$ cat src/rtl/mul_unit.sv
// Sequential signed WIDTHxWIDTH multiplier: one shift-add step per cycle, start/busy/done handshake.
// Optional build macro MUL_EARLY_EXIT_EN ends RUN once no multiplier bits remain.
module mul_unit #(
    parameter int WIDTH = 16
) (
    input  logic                 clk,
    input  logic                 rst,
    input  logic                 start,
    input  logic [WIDTH-1:0]     mul1,
    input  logic [WIDTH-1:0]     mul2,
    output logic                 busy,
    output logic                 done,
    output logic [2*WIDTH-1:0]   mulresult
);

    localparam int PW = 2 * WIDTH;
    localparam int CW = $clog2(WIDTH);

    typedef enum logic [1:0] {
        S_IDLE = 2'd0,
        S_RUN  = 2'd1,
        S_DONE = 2'd2
    } state_t;

    state_t          state_q;
    logic [WIDTH:0]  mcand_q;
    logic [WIDTH:0]  mplier_q;
    logic            neg_q;
    logic [PW-1:0]   acc_q;
    logic [CW-1:0]   cnt_q;

    logic [WIDTH:0]  mag1;
    logic [WIDTH:0]  mag2;
    logic [PW-1:0]   addend;
    logic [PW-1:0]   acc_d;
    logic [WIDTH:0]  mplier_d;
    logic [PW-1:0]   result_d;
    logic            last_step;

    // One extra bit so the magnitude of the most negative operand is exact.
    function automatic logic [WIDTH:0] magnitude(input logic [WIDTH-1:0] v);
        logic [WIDTH:0] ext;
        ext = {v[WIDTH-1], v};
        return ext[WIDTH] ? (~ext + {{WIDTH{1'b0}}, 1'b1}) : ext;
    endfunction

    always_comb begin
        mag1      = magnitude(mul1);
        mag2      = magnitude(mul2);
        addend    = PW'(mcand_q) << cnt_q;
        acc_d     = acc_q + (mplier_q[0] ? addend : '0);
        mplier_d  = mplier_q >> 1;
        result_d  = neg_q ? (~acc_d + {{(PW-1){1'b0}}, 1'b1}) : acc_d;
`ifdef MUL_EARLY_EXIT_EN
        last_step = (cnt_q == CW'(WIDTH - 1)) || (mplier_d == '0);
`else
        last_step = (cnt_q == CW'(WIDTH - 1));
`endif
    end

    always_ff @(posedge clk or posedge rst) begin
        if (rst) begin
            state_q   <= S_IDLE;
            busy      <= 1'b0;
            done      <= 1'b0;
            mulresult <= '0;
            mcand_q   <= '0;
            mplier_q  <= '0;
            neg_q     <= 1'b0;
            acc_q     <= '0;
            cnt_q     <= '0;
        end else begin
            case (state_q)
                S_IDLE, S_DONE: begin
                    done <= 1'b0;
                    if (start) begin
                        mcand_q  <= mag1;
                        mplier_q <= mag2;
                        neg_q    <= mul1[WIDTH-1] ^ mul2[WIDTH-1];
                        acc_q    <= '0;
                        cnt_q    <= '0;
                        busy     <= 1'b1;
                        state_q  <= S_RUN;
                    end else begin
                        busy     <= 1'b0;
                        state_q  <= S_IDLE;
                    end
                end
                S_RUN: begin
                    acc_q    <= acc_d;
                    mplier_q <= mplier_d;
                    cnt_q    <= cnt_q + CW'(1);
                    if (last_step) begin
                        mulresult <= result_d;
                        busy      <= 1'b0;
                        done      <= 1'b1;
                        state_q   <= S_DONE;
                    end
                end
                default: begin
                    busy    <= 1'b0;
                    done    <= 1'b0;
                    state_q <= S_IDLE;
                end
            endcase
        end
    end

endmodule
$ cat config.mk
export PLATFORM = sky130hd
export DESIGN_NAME = mul_unit
export DESIGN_NICKNAME = d
export VERILOG_FILES = /design/src/rtl/mul_unit.sv
export SDC_FILE = /design/constraint.sdc
export NUM_CORES = 1
export LEC_CHECK = 0
export ABC_AREA = 1
export CORE_ASPECT_RATIO = 1.5
export CORE_MARGIN = 3
export CORE_UTILIZATION = 45
export DETAILED_ROUTE_END_ITERATION = 10
export HOLD_SLACK_MARGIN = 0.1
export SLEW_MARGIN = 15
export SYNTH_ARGS = -nofsm -noshare
export SYNTH_HDL_FRONTEND = slang
export SYNTH_SLANG_ARGS = --single-unit
$ cat constraint.sdc
create_clock -name clk -period 7.7 [get_ports clk]
set_clock_uncertainty 0.1 [all_clocks]
set_input_delay 2.31 -clock clk [delete_from_list [all_inputs] [get_ports clk]]
set_output_delay 2.31 -clock clk [all_outputs]
set_load 0.03 [all_outputs]
# Yosys cells after proc, flatten, opt, wreduce, memory -nomap -nowiden

Cells that the tools add are included.

Flip-flop bits (word level): 107
Input bits: 35
Output and inout port bits: 34
Word-level logic and storage cells: 48

$add $sub $neg: 5
Eq/ne operators: 5
Shift operators: 1
Multiplexer cells: 18
Bitwise logic cells: 4
Reductions and logical operators: 6

Operator list:

| operator              | number |
|---|---|
| $mux 32               | 3 |
| $pmux 32 s2           | 1 |
| $mux 17               | 3 |
| $add 17x1->17 const B | 2 |
| $not 17->17           | 2 |
| $pmux 17 s2           | 1 |
| $add 32x1->32 const B | 1 |
| $add 32x32->32        | 1 |
| $not 32->32           | 1 |
| $shl 17x4->32         | 1 |
| $pmux 4 s2            | 1 |
| $reduce_and 2->1      | 3 |
| $mux 1                | 5 |
| $add 4x1->4 const B   | 1 |
| $eq 4x4->1 const B    | 1 |
| $mux 4                | 1 |
| $ne 2x2->1 const B    | 2 |
| $pmux 2 s2            | 1 |
| $eq 2x1->1 const B    | 1 |
| $eq 2x2->1 const B    | 1 |
| $logic_not 2->1       | 1 |
| $mux 2                | 1 |
| $pmux 1 s2            | 1 |
| $reduce_bool 2->1     | 1 |
| other kinds (2)       | 2 |

# Depth between registers and ports, before layout

Gate-level depths: netlist (run 1).

Depth in word-level cells: 6
Gate-level depth with buffers: 29
Depth with buffers taken out: 29

# Least setup slack after synthesis (run 1)

OpenSTA, ideal clock, no wires.

Kind: input to register
Start point: input mul2[0]
End point: register mplier_q[14]
Setup time: 90 ps
Arrival: 3727 ps
Data required time: 7510 ps
Setup slack: 3784 ps
Stages on the path: 10
Path buffers: 0
Cells stage by stage: inv_1 ha_1 nand3_1 nor3_1 nand3_1 nor3_1 nand3_1 o31ai_1 nand3_1 o2111ai_1

Longest elaborated chain between the ends: 5

Ends and longest elaborated chain:

| element              | line | RTL |
|---|---|---|
| from (decl)          | 10   | `input logic [WIDTH-1:0] mul2,` |
| $not 17->17          | 44   | `return ext[WIDTH] ? (~ext + {{WIDTH{1'b0}}, 1'b1}) : ext;` |
| $add 17x1->17        | 44   |  |
| $mux 17              | 44   |  |
| $mux 17              | 76   | `if (start) begin` |
| $pmux 17 s2          | 73   | `case (state_q)` |
| to (signal assigned) | 78   | `mplier_q <= mag2;` |
| to (signal assigned) | 91   | `mplier_q <= mplier_d;` |
| to (decl)            | 27   | `logic [WIDTH:0] mplier_q;` |

Every way passes these cells. The select of a mux whose other input is x is not followed.
A chain may end at the register's enable or synchronous reset.

# Worst setup path in the final report (run 1)

Start point: register cnt_q[1]
End point: register mulresult[26]

Longest elaborated chain between the ends: 6
Elaborated cells on any way between the ends: 8
Those cells by class: add/sub (2); eq/ne (1); shift (1); mux (2); bitwise (1); reduce/logical (1)

Ends and longest elaborated chain:

| element                | line | RTL |
|---|---|---|
| from (decl)            | 30   | `logic [CW-1:0] cnt_q;` |
| from (signal assigned) | 92   | `cnt_q <= cnt_q + CW'(1);` |
| $shl 17x4->32          | 50   | `addend = PW'(mcand_q) << cnt_q;` |
| $mux 32                | 51   | `acc_d = acc_q + (mplier_q[0] ? addend : '0);` |
| $add 32x32->32         | 51   |  |
| $not 32->32            | 53   | `result_d = neg_q ? (~acc_d + {{(PW-1){1'b0}}, 1'b1}) : acc_d;` |
| $add 32x1->32          | 53   |  |
| $mux 32                | 53   |  |
| to (signal assigned)   | 94   | `mulresult <= result_d;` |
| to (decl)              | 13   | `output logic [2*WIDTH-1:0] mulresult` |

Parallel ways exist; a longest one is shown, timed or not.

==> flow_metrics.py, run 1 <==
metrics = {
    "run_status": {
        "status": "finished clean",
    },
    "clock_network": {
        "cts_root_buf": "clkbuf_16",
        "numCtsBuffers": 9,
        "post_cts_resized": 0,
        "numClockSinks": 105,
        "ctsHoldBuffers": 0,
        "cts_buffer_depth": 2,
        "htreeDepth": 3,
        "post-cts-setup-buffers": 0,
        "cts_tree": "built",
        "cts.clk_slew.worst_paths_ns": 0.07,
        "clk_latency_ns": 0.37,
    },
    "timing": {
        "setup_tns_ns": 0,
        "worst_slew_margin_rel_pct": 52.1,
        "period_needed_ns": 4.41,
        "hold_viol": 0,
        "tightest_slew_ns": 0.717,
        "fin_ws_ns": 3.29,
        "fin_crit_sh_pct": 57.2,
        "clock.fmax_ghz": 0.227,
        "rsz0062_at_grt": "false",
        "setup_viol": 0,
        "slew_violations": 0,
    },
    "cells_and_area": {
        "nets": 1545,
        "syn2layout_area_growth_pct": 13.8,
        "drive_gt1_share_pct": 7.30,
        "antenna_cells": 0,
    },
    "worst_setup_path": {
        "r2r_end": "mulresult[26]$_DFFE_PP0P_",
        "crit_path_start_kind": "register",
        "path_delay_family": "simple AND/OR/NAND/NOR gates",
        "rr_startpoint": "cnt_q[1]$_DFFE_PP0P_",
        "endpoint_kind": "register",
        "path_max_fanout": 21,
        "r2r_slack_ns": 3.29,
        "cp.required_ns": 7.86,
        "crit_chain": "buf_4 > clkinv_1 > o21ai_0 > inv_1 > o21ai_0 > o22ai_1 > ha_1 > nand2_1 > nor2_1 > and2_1 > nand4_1 > nand3_1 > nand2_1 > nand2_2 > nand2_1 > nor2_1 > nand3_1 > nand2_2 > nand3_1 > nand3_1 > nand2_1",
        "path_class": "register to register",
        "slowest_stage": "ha_1",
        "reg2reg_depth": 21,
        "max_stage_delay_ns": 0.46,
        "critPathArrivalTime_ns": 4.56,
        "crit_cells": 21,
        "worst-path-buf-inv": 3,
    },
    "power": {
        "pwr-share-seq_pct": 19.2,
        "cellPowerDensity_nw_per_um2": 504,
        "combinationalPowerShare_pct": 71.3,
        "swShare_pct": 55.8,
        "switchingPower_mw": 2.84,
        "p_leak_nw": 5.23,
        "vdd_drop_max_mv": 0.219,
        "internal_power_mw": 2.25,
        "p_clk_share_pct": 9.5,
    },
    "yosys": {
        "synthArstFlopShare_pct": 100,
        "ys_seq_area_share_pct": 29.6,
        "synthesis.nets": 1497,
        "syn_area_per_cell_um2": 6.22,
        "synth_top_flop_cell": "dfrtp_1",
        "synth_largest_area_cell": "dfrtp_1",
        "synth_top_area_share_pct": 29.6,
        "synth-edff-count": 0,
        "syn_area_um2": 8870,
        "synth_cells": 1426,
        "ys_seq_elements": 105,
        "yosys_warnings": 0,
        "yosysUniqueCellTypes": 47,
        "synthTopCellsByArea": "dfrtp_1, nand2_1, inv_1",
    },
    "worst_hold_path": {
        "min_path_cells": 2,
        "hp-start": "mulresult[21]$_DFFE_PP0P_",
        "min_to": "mulresult[21]$_DFFE_PP0P_",
        "hold_path.class": "register to register",
    },
    "flow_run": {
        "drv_cap": 0,
    },
    "global_route": {
        "track_usage_pct": 24.1,
        "grt_pass1_wl_um": 41100,
        "overflow": 0,
        "grt_pass1_vias": 8437,
        "grt_max_degree": 54,
        "antenna_found_initial": 0,
    },
    "floorplan": {
        "dieArea_um2": 21500,
        "ios": 69,
        "core_area_um2": 19200,
        "rows": 62,
        "fp.dieW_um": 121,
        "die_h_um": 178,
        "start_util_pct": 46.1,
    },
    "detailed_routing": {
        "num_vias": 8756,
        "wl_per_cell_um": 14.4,
        "drc": 0,
        "viasPerCell": 5.05,
        "drt_iter0_drc": 492,
        "wirelength_um": 24900,
        "dr.pass1.iters": 5,
        "ant_nets": 0,
    },
    "place": {
        "io_buffers": 68,
        "dpl_worst_slack_ns": 3.06,
        "gp_congestion": 0.912,
        "dp_hpwl_um": 19900,
    },
}
sequential cells by signal, indices dropped and copies added, names as in the netlist:
register   count
cnt_q          4
done           1
mcand_q       17
state_q        1
acc_q         32
neg_q          1
mplier_q      17
mulresult     32
placed cells by master, fill, tap and decap left out, drive strengths merged, types with 9 or more instances in the layout:
master,Yosys,layout
o21ai,104,104
dfrtp,105,105
nand3,90,90
inv,185,187
ha,35,35
nor3,25,25
buf,4,10
xor2,28,28
clkdlybuf4s50,0,68
o22ai,17,17
nor2,119,119
nand4,11,11
nand2,574,574
clkbuf,37,9
a21oi,31,31
cell families (layout without fill, tap and decap cells):
group / after synthesis / count (layout) / synth area share (%)
buffers and inverters: 229 / 282 / 9.72
xor gates and xnor gates: 35 / 35 / 3.46
DFF: 105 / 105 / 29.6
muxes: 1 / 1 / 0.113
adders and majority gates: 36 / 36 / 5.16
and+or+nand+nor: 840 / 840 / 40.5
AOI/OAI and AO/OA: 180 / 180 / 11.4
per-stage QoR:
stage	utilization, %	hold WS (ns)	power, mW	instance area (µm²)	instances
final	52.5	0.379	5.09	10100	1735
after global routing	52.5	0.402	5.66	10100	1735
after CTS	52.5	0.384	5.09	10100	1735
after detailed placement	50.9	0.364	4.59	9790	1719
after global placement	50.9	0.362	4.55	9790	1719
after floorplan	-	0.353	3.64	8870	1426
worst min-delay path, cell delays in order, from the launching register on:
cell	delay (ns)
dfrtp_1	0.35
nand2_1	0.05
nand2_1	0.05
power groups by stage:
stage | sequential (mW) | combinational (mW) | clock, mW
global placement | 0.981 | 3.57 | 0
global route | 1.01 | 4.13 | 0.515
CTS | 0.979 | 3.62 | 0.497
detailed placement | 0.985 | 3.61 | 0
floorplan | 1.10 | 2.54 | 0
finish | 0.978 | 3.63 | 0.486
how the worst max path moves through the flow:
stage,startpoint,to,slack (ns)
finish,cnt_q[1]$_DFFE_PP0P_,mulresult[26]$_DFFE_PP0P_,3.29
global route,cnt_q[1]$_DFFE_PP0P_,mulresult[30]$_DFFE_PP0P_,2.84
CTS,cnt_q[1]$_DFFE_PP0P_,mulresult[30]$_DFFE_PP0P_,3.37
detailed placement,start,mplier_q[11]$_DFFE_PP0P_,3.06
global placement,start,mplier_q[11]$_DFFE_PP0P_,3.13
floorplan,rst,acc_q[0]$_DFFE_PP0P_,2.53
layout make-up:
type	instances	area [µm²]
Clock buffer	9	225
Clock inverter	7	77.6
Fill cell	2109	9150
Inverter	188	708
Multi-Input combinational cell	1092	5380
Sequential cell	105	2630
Tap cell	256	320
Timing Repair Buffer	78	756
Yosys cell counts (all sizes together) (17+ instances only):
library cell	number
a21oi	31
clkbuf	37
dfrtp	105
ha	35
inv	185
nand2	574
nand3	90
nor2	119
nor3	25
o21ai	104
o22ai	17
xor2	28
metal layers:
metal	GRT usage, %	part of all wire, %	vias to the layer above
li1	-	-	4598
met1	27.5	41	3901
met2	44.4	51	197
met3	2.04	3.2	60
met4	12.1	4.3	0
met5	0	0	-
No activity file was read; power rests on OpenSTA's default activity.
==> run 2: changes to the inputs <==
Clock period 7.7 ns to 4.35 ns, I/O delays scaled along.
==> run 2 against run 1 <==
Against the previous run:
- combinational power up 81%
- clock power up 77%
- worst setup slack worse by 3.0 ns
- power up 80%
- critical endpoint is now mulresult[28]$_DFFE_PP0P_
- sequential power up 76%
==> flow_metrics.py, run 2 (synthesis results as in run 1) <==
metrics = {
    "run_status": {
        "status": "finished clean",
    },
    "timing": {
        "slew_violations": 0,
        "worst_slew_margin_rel_pct": 51.5,
        "clock.fmax_ghz": 0.247,
        "fin_crit_sh_pct": 93.0,
        "tightest_slew_ns": 0.726,
        "period_needed_ns": 4.04,
        "setup_viol": 0,
        "hold_viol": 0,
        "hold_ws_ns": 0.382,
    },
    "cells_and_area": {
        "fillers": 2100,
        "syn2layout_area_growth_pct": 15.2,
        "design_area_um2": 10200,
        "layout_commonest_cell": "nand2_1",
        "final_cell_mix": "nand2_1, inv_1, dfrtp_1",
        "antenna_cells": 0,
        "nets": 1557,
        "top_regs": "acc_q (32), mulresult (32)",
        "drive_gt1_share_pct": 8.25,
    },
    "place": {
        "gp_congestion": 0.928,
        "dp_hpwl_um": 20900,
        "placed_cell_area_um2": 9870,
        "io_buffers": 68,
    },
    "floorplan": {
        "rows": 62,
        "start_util_pct": 46.1,
        "die_h_um": 178,
        "dieArea_um2": 21500,
        "core_area_um2": 19200,
        "fp.dieW_um": 121,
        "ios": 69,
    },
    "detailed_routing": {
        "dr.pass1.iters": 5,
        "ant_nets": 0,
        "drc": 0,
        "wl_per_cell_um": 14.6,
        "num_vias": 8822,
        "viasPerCell": 5.05,
        "wirelength_um": 25500,
        "drt_iter0_drc": 395,
    },
    "worst_setup_path": {
        "crit_path_start_kind": "register",
        "worst-path-buf-inv": 2,
        "crit_top_cell": "nand2_1",
        "path_max_fanout": 6,
        "cp.required_ns": 4.50,
        "critPathArrivalTime_ns": 4.20,
        "endpoint_kind": "register",
        "max_stage_delay_ns": 0.44,
        "slowest_stage": "dfrtp_2",
        "r2r_slack_ns": 0.31,
        "path_class": "register to register",
        "path_delay_family": "simple AND/OR/NAND/NOR gates",
    },
    "flow_run": {
        "drv_cap": 0,
    },
    "global_route": {
        "track_usage_pct": 24.6,
        "grt_max_degree": 56,
        "overflow": 0,
        "antenna_found_initial": 0,
        "grt_pass1_vias": 8602,
        "grt_pass1_wl_um": 41800,
    },
    "worst_hold_path": {
        "hold_path.class": "register to register",
    },
    "power": {
        "switchingPower_mw": 5.08,
        "vdd_drop_max_mv": 0.320,
        "total_power_mw": 9.15,
        "cellPowerDensity_nw_per_um2": 896,
        "p_leak_nw": 5.30,
        "combinationalPowerShare_pct": 71.8,
        "swShare_pct": 55.6,
        "p_clk_share_pct": 9.4,
        "internal_power_mw": 4.07,
        "pwr-share-seq_pct": 18.8,
    },
    "clock_network": {
        "numClockSinks": 105,
        "cts_root_buf": "clkbuf_16",
        "cts.clk_slew.worst_paths_ns": 0.08,
        "cts_tree": "built",
        "cts_buffer_depth": 2,
        "numCtsBuffers": 9,
        "htreeDepth": 3,
        "clk_latency_ns": 0.36,
        "ctsHoldBuffers": 0,
    },
}
-- run 2: changes by cell type in the layout (fill, tap and decap cells not counted), sizes merged --
cell / before / now
buf: 10 / 21
clkbuf: 9 / 11
inv: 187 / 186
-- run 2: repair_timing --
action / in CTS / in global routing
gates resized for setup: 0 / 9
buffers inserted: 0 / 2
endpoints found under the setup margin: 0 / 13
-- run 2: layer usage --
layer | track usage, % | vias up | wire, µm
met3 | 2.74 | 58 | 810
met5 | 0 | - | 0
met4 | 11.4 | 0 | 1120
li1 | - | 4641 | -
met2 | 45.3 | 167 | 13000
met1 | 28.2 | 3956 | 10600
-- run 2: final cells by class --
cell class	count	area [µm²]	area share, %
Clock buffer	11	243	2.38
Clock inverter	5	60.1	0.588
Inverter	188	712	6.97
Multi-Input combinational cell	1092	5390	52.8
Sequential cell	105	2630	25.7
Tap cell	256	320	3.14
Timing Repair Buffer	89	851	8.33
Timing Repair inverter	1	7.51	0.0735
-- run 2: metrics by stage --
step / setup TNS (ns) / worst slack (ns) / utilization (%) / std cells
after CTS: 0 / 0.306 / 52.9 / 1744
after detailed placement: 0 / 0.316 / 51.3 / 1728
final: 0 / 0.305 / 53.1 / 1747
after floorplan: 0 / 0.184 / - / 1426
after global routing: -0.0719 / -0.0343 / 53.1 / 1747
after global placement: 0 / 0.340 / 51.3 / 1728
-- run 2: final timing paths --
check,from,to,cells after the start
max in group asynchronous,rst,cnt_q[0]$_DFFE_PP0P_,3
max,cnt_q[0]$_DFFE_PP0P_,mulresult[28]$_DFFE_PP0P_,25
max reg2reg,cnt_q[0]$_DFFE_PP0P_,mulresult[28]$_DFFE_PP0P_,25
min reg2reg,mulresult[31]$_DFFE_PP0P_,mulresult[31]$_DFFE_PP0P_,2
min in group asynchronous,rst,mplier_q[9]$_DFFE_PP0P_,2
min,mulresult[31]$_DFFE_PP0P_,mulresult[31]$_DFFE_PP0P_,2
-- run 2: worst register-to-register path: stages (launching register included) --
cell	delay, ns
dfrtp_2	0.44
clkinvlp_4	0.18
buf_4	0.18
nand2_1	0.05
nand2_1	0.06
o21ai_0	0.20
nand2_1	0.07
o21ai_1	0.22
o22ai_1	0.16
ha_1	0.41
nand2_1	0.14
nor2_2	0.20
and2_1	0.23
nand2_1	0.11
nand2_1	0.20
nand2_1	0.08
nand2_1	0.14
nand2_1	0.12
nor2_1	0.12
nand2_2	0.09
nor2_2	0.13
nand3_1	0.11
nand2_1	0.07
nand2_1	0.05
nand3_1	0.07
nand2_1	0.05
-- run 2: power groups by stage --
stage	sequential [mW]	clock [mW]	combinational, mW
3_3_place_gp	1.72	0	6.45
3_5_place_dp	1.73	0	6.52
5_1_grt	1.79	0.913	7.43
2_1_floorplan	1.95	0	4.50
6_report	1.72	0.859	6.57
4_1_cts	1.72	0.877	6.53
==> run 3: changes to the inputs <==
Settings changed: RECOVER_POWER set to 50.
==> run 3 against run 2 <==
Against the previous run:
- first-iteration DRC count up 11%
- register-to-register slack about the same
- cell count unchanged
- combinational power about the same
- critical endpoint unchanged
- die area unchanged
- wire length up 0.21%
- sequential share of layout area up 0.070 points
- clock-buffer cell count unchanged
- critical path type unchanged
==> flow_metrics.py, run 3 (synthesis results as in run 1) <==
metrics = {
    "global_route": {
        "grt_pass1_wl_um": 41800,
        "grt_max_degree": 56,
        "grt_pass1_vias": 8602,
        "track_usage_pct": 24.6,
        "antenna_found_initial": 0,
        "overflow": 0,
    },
    "cells_and_area": {
        "fillers": 2103,
        "nets": 1557,
        "fin_util_pct": 52.9,
        "multi_input_area_um2": 5390,
        "design_area_um2": 10200,
        "layout_commonest_cell": "nand2_1",
        "top_regs": "acc_q (32), mulresult (32)",
        "drive_gt1_share_pct": 8.05,
        "instances_no_fill": 1747,
        "antenna_cells": 0,
        "seq_area_um2": 2630,
        "syn2layout_area_growth_pct": 14.8,
        "final_cell_mix": "nand2_1, inv_1, dfrtp_1",
    },
    "clock_network": {
        "cts_tree": "built",
        "cts.clk_slew.worst_paths_ns": 0.07,
        "cts_buffer_depth": 2,
        "numClockSinks": 105,
        "cts_root_buf": "clkbuf_16",
        "htreeDepth": 3,
        "numCtsBuffers": 9,
        "clk_latency_ns": 0.36,
    },
    "timing": {
        "clock.fmax_ghz": 0.247,
        "worst_slew_margin_rel_pct": 3.25,
        "hold_viol": 0,
        "tightest_slew_ns": 1.45,
        "setup_viol": 0,
        "fin_crit_sh_pct": 93.0,
        "period_needed_ns": 4.04,
        "slew_violations": 0,
        "hold_ws_ns": 0.381,
        "fin_ws_ns": 0.305,
    },
    "detailed_routing": {
        "num_vias": 8809,
        "drt_iter0_drc": 438,
        "ant_nets": 0,
        "dr.pass1.iters": 5,
        "viasPerCell": 5.04,
        "wl_per_cell_um": 14.6,
        "drc": 0,
        "wirelength_um": 25600,
    },
    "place": {
        "dpl_worst_slack_ns": 0.316,
        "dp_hpwl_um": 20900,
        "placed_cell_area_um2": 9870,
        "gp_congestion": 0.928,
        "dp.cells": 1728,
        "io_buffers": 68,
    },
    "worst_setup_path": {
        "r2r_slack_ns": 0.31,
        "endpoint_kind": "register",
        "critPathArrivalTime_ns": 4.20,
        "crit_path_start_kind": "register",
        "path_max_fanout": 6,
        "cp.required_ns": 4.50,
        "path_class": "register to register",
    },
    "floorplan": {
        "die_h_um": 178,
        "start_util_pct": 46.1,
        "dieArea_um2": 21500,
        "ios": 69,
        "rows": 62,
        "core_area_um2": 19200,
        "fp.dieW_um": 121,
    },
    "power": {
        "p_leak_nw": 5.28,
        "pwr-share-seq_pct": 18.8,
        "p_clk_share_pct": 9.4,
        "switchingPower_mw": 5.08,
        "swShare_pct": 55.6,
        "combinationalPowerShare_pct": 71.8,
        "vdd_drop_max_mv": 0.318,
        "cellPowerDensity_nw_per_um2": 897,
        "internal_power_mw": 4.06,
    },
    "run_status": {
        "status": "finished clean",
    },
    "worst_hold_path": {
        "hold_path.class": "register to register",
    },
    "flow_run": {
        "drv_cap": 0,
    },
}
run 3: cell count changes in the layout (fill, tap and decap cells not counted), sizes merged:
| cell | before | now |
|---|---|---|
| buf | 21 | 17 |
| clkbuf | 11 | 15 |
| clkdlybuf4s50 | 68 | 66 |
| inv | 186 | 185 |
| dlygate4sd3 | 0 | 2 |
| clkinvlp | 3 | 4 |
run 3: metal layers:
metal	GRT usage, %	wire [µm]	vias up
met1	28.2	10600	3939
li1	-	-	4640
met2	45.3	13100	172
met3	2.74	800	58
met4	11.4	1110	0
met5	0	0	-
run 3: stage by stage:
stage                     total power, mW  TNS, ns
after floorplan                      6.45        0
after global routing                 10.1  -0.0719
final                                9.14        0
after global placement               8.17        0
after CTS                            9.12        0
after detailed placement             8.24        0
run 3: power groups by stage:
stage	Clock, mW	Combinational [mW]	Sequential [mW]
after floorplan	0	4.50	1.95
after global placement	0	6.45	1.72
after detailed placement	0	6.52	1.73
after CTS	0.877	6.53	1.72
after global routing	0.913	7.42	1.79
final	0.855	6.56	1.72
run 3: final timing paths:
check / startpoint / end / cells past startpoint
setup / recovery: cnt_q[0]$_DFFE_PP0P_ / mulresult[28]$_DFFE_PP0P_ / 27
hold / removal: mulresult[31]$_DFFE_PP0P_ / mulresult[31]$_DFFE_PP0P_ / 2
setup reg to reg: cnt_q[0]$_DFFE_PP0P_ / mulresult[28]$_DFFE_PP0P_ / 27
hold reg to reg: mulresult[31]$_DFFE_PP0P_ / mulresult[31]$_DFFE_PP0P_ / 2
max in group asynchronous: rst / cnt_q[0]$_DFFE_PP0P_ / 3
min in group asynchronous: rst / mplier_q[9]$_DFFE_PP0P_ / 2
run 3: timing repair:
item                       CTS  global route
setup endpoints to repair    0            13
gates resized for setup      0             9
hold buffers                 0             0
setup buffers                0             2
run 3: final cells by class:
type,instances,area share [%]
multi-input combinational,1092,52.9
sequential,105,25.8
timing repair buffer,89,8.10
inverter,188,6.98
tap,256,3.14
clock buffer,11,2.38
clock inverter,5,0.590
timing repair inverter,1,0.0737
run 3: critical path, stage by stage (launching register included):
cell and delay, ns:
dfrtp_2 0.44, clkinvlp_4 0.18, buf_4 0.17, nand2_1 0.05, nand2_1 0.05, inv_1 0.07
nand2_1 0.05, o21ai_0 0.09, nand2_1 0.07, o21ai_1 0.22, o22ai_1 0.16, ha_1 0.41
nand2_1 0.14, nor2_2 0.20, and2_1 0.24, nand2_1 0.10, nand2_1 0.19, nand2_1 0.08
nand2_1 0.14, nand2_1 0.11, nor2_1 0.12, nand2_2 0.09, nor2_2 0.13, nand3_1 0.11
nand2_1 0.07, nand2_1 0.05, nand3_1 0.07, nand2_1 0.05
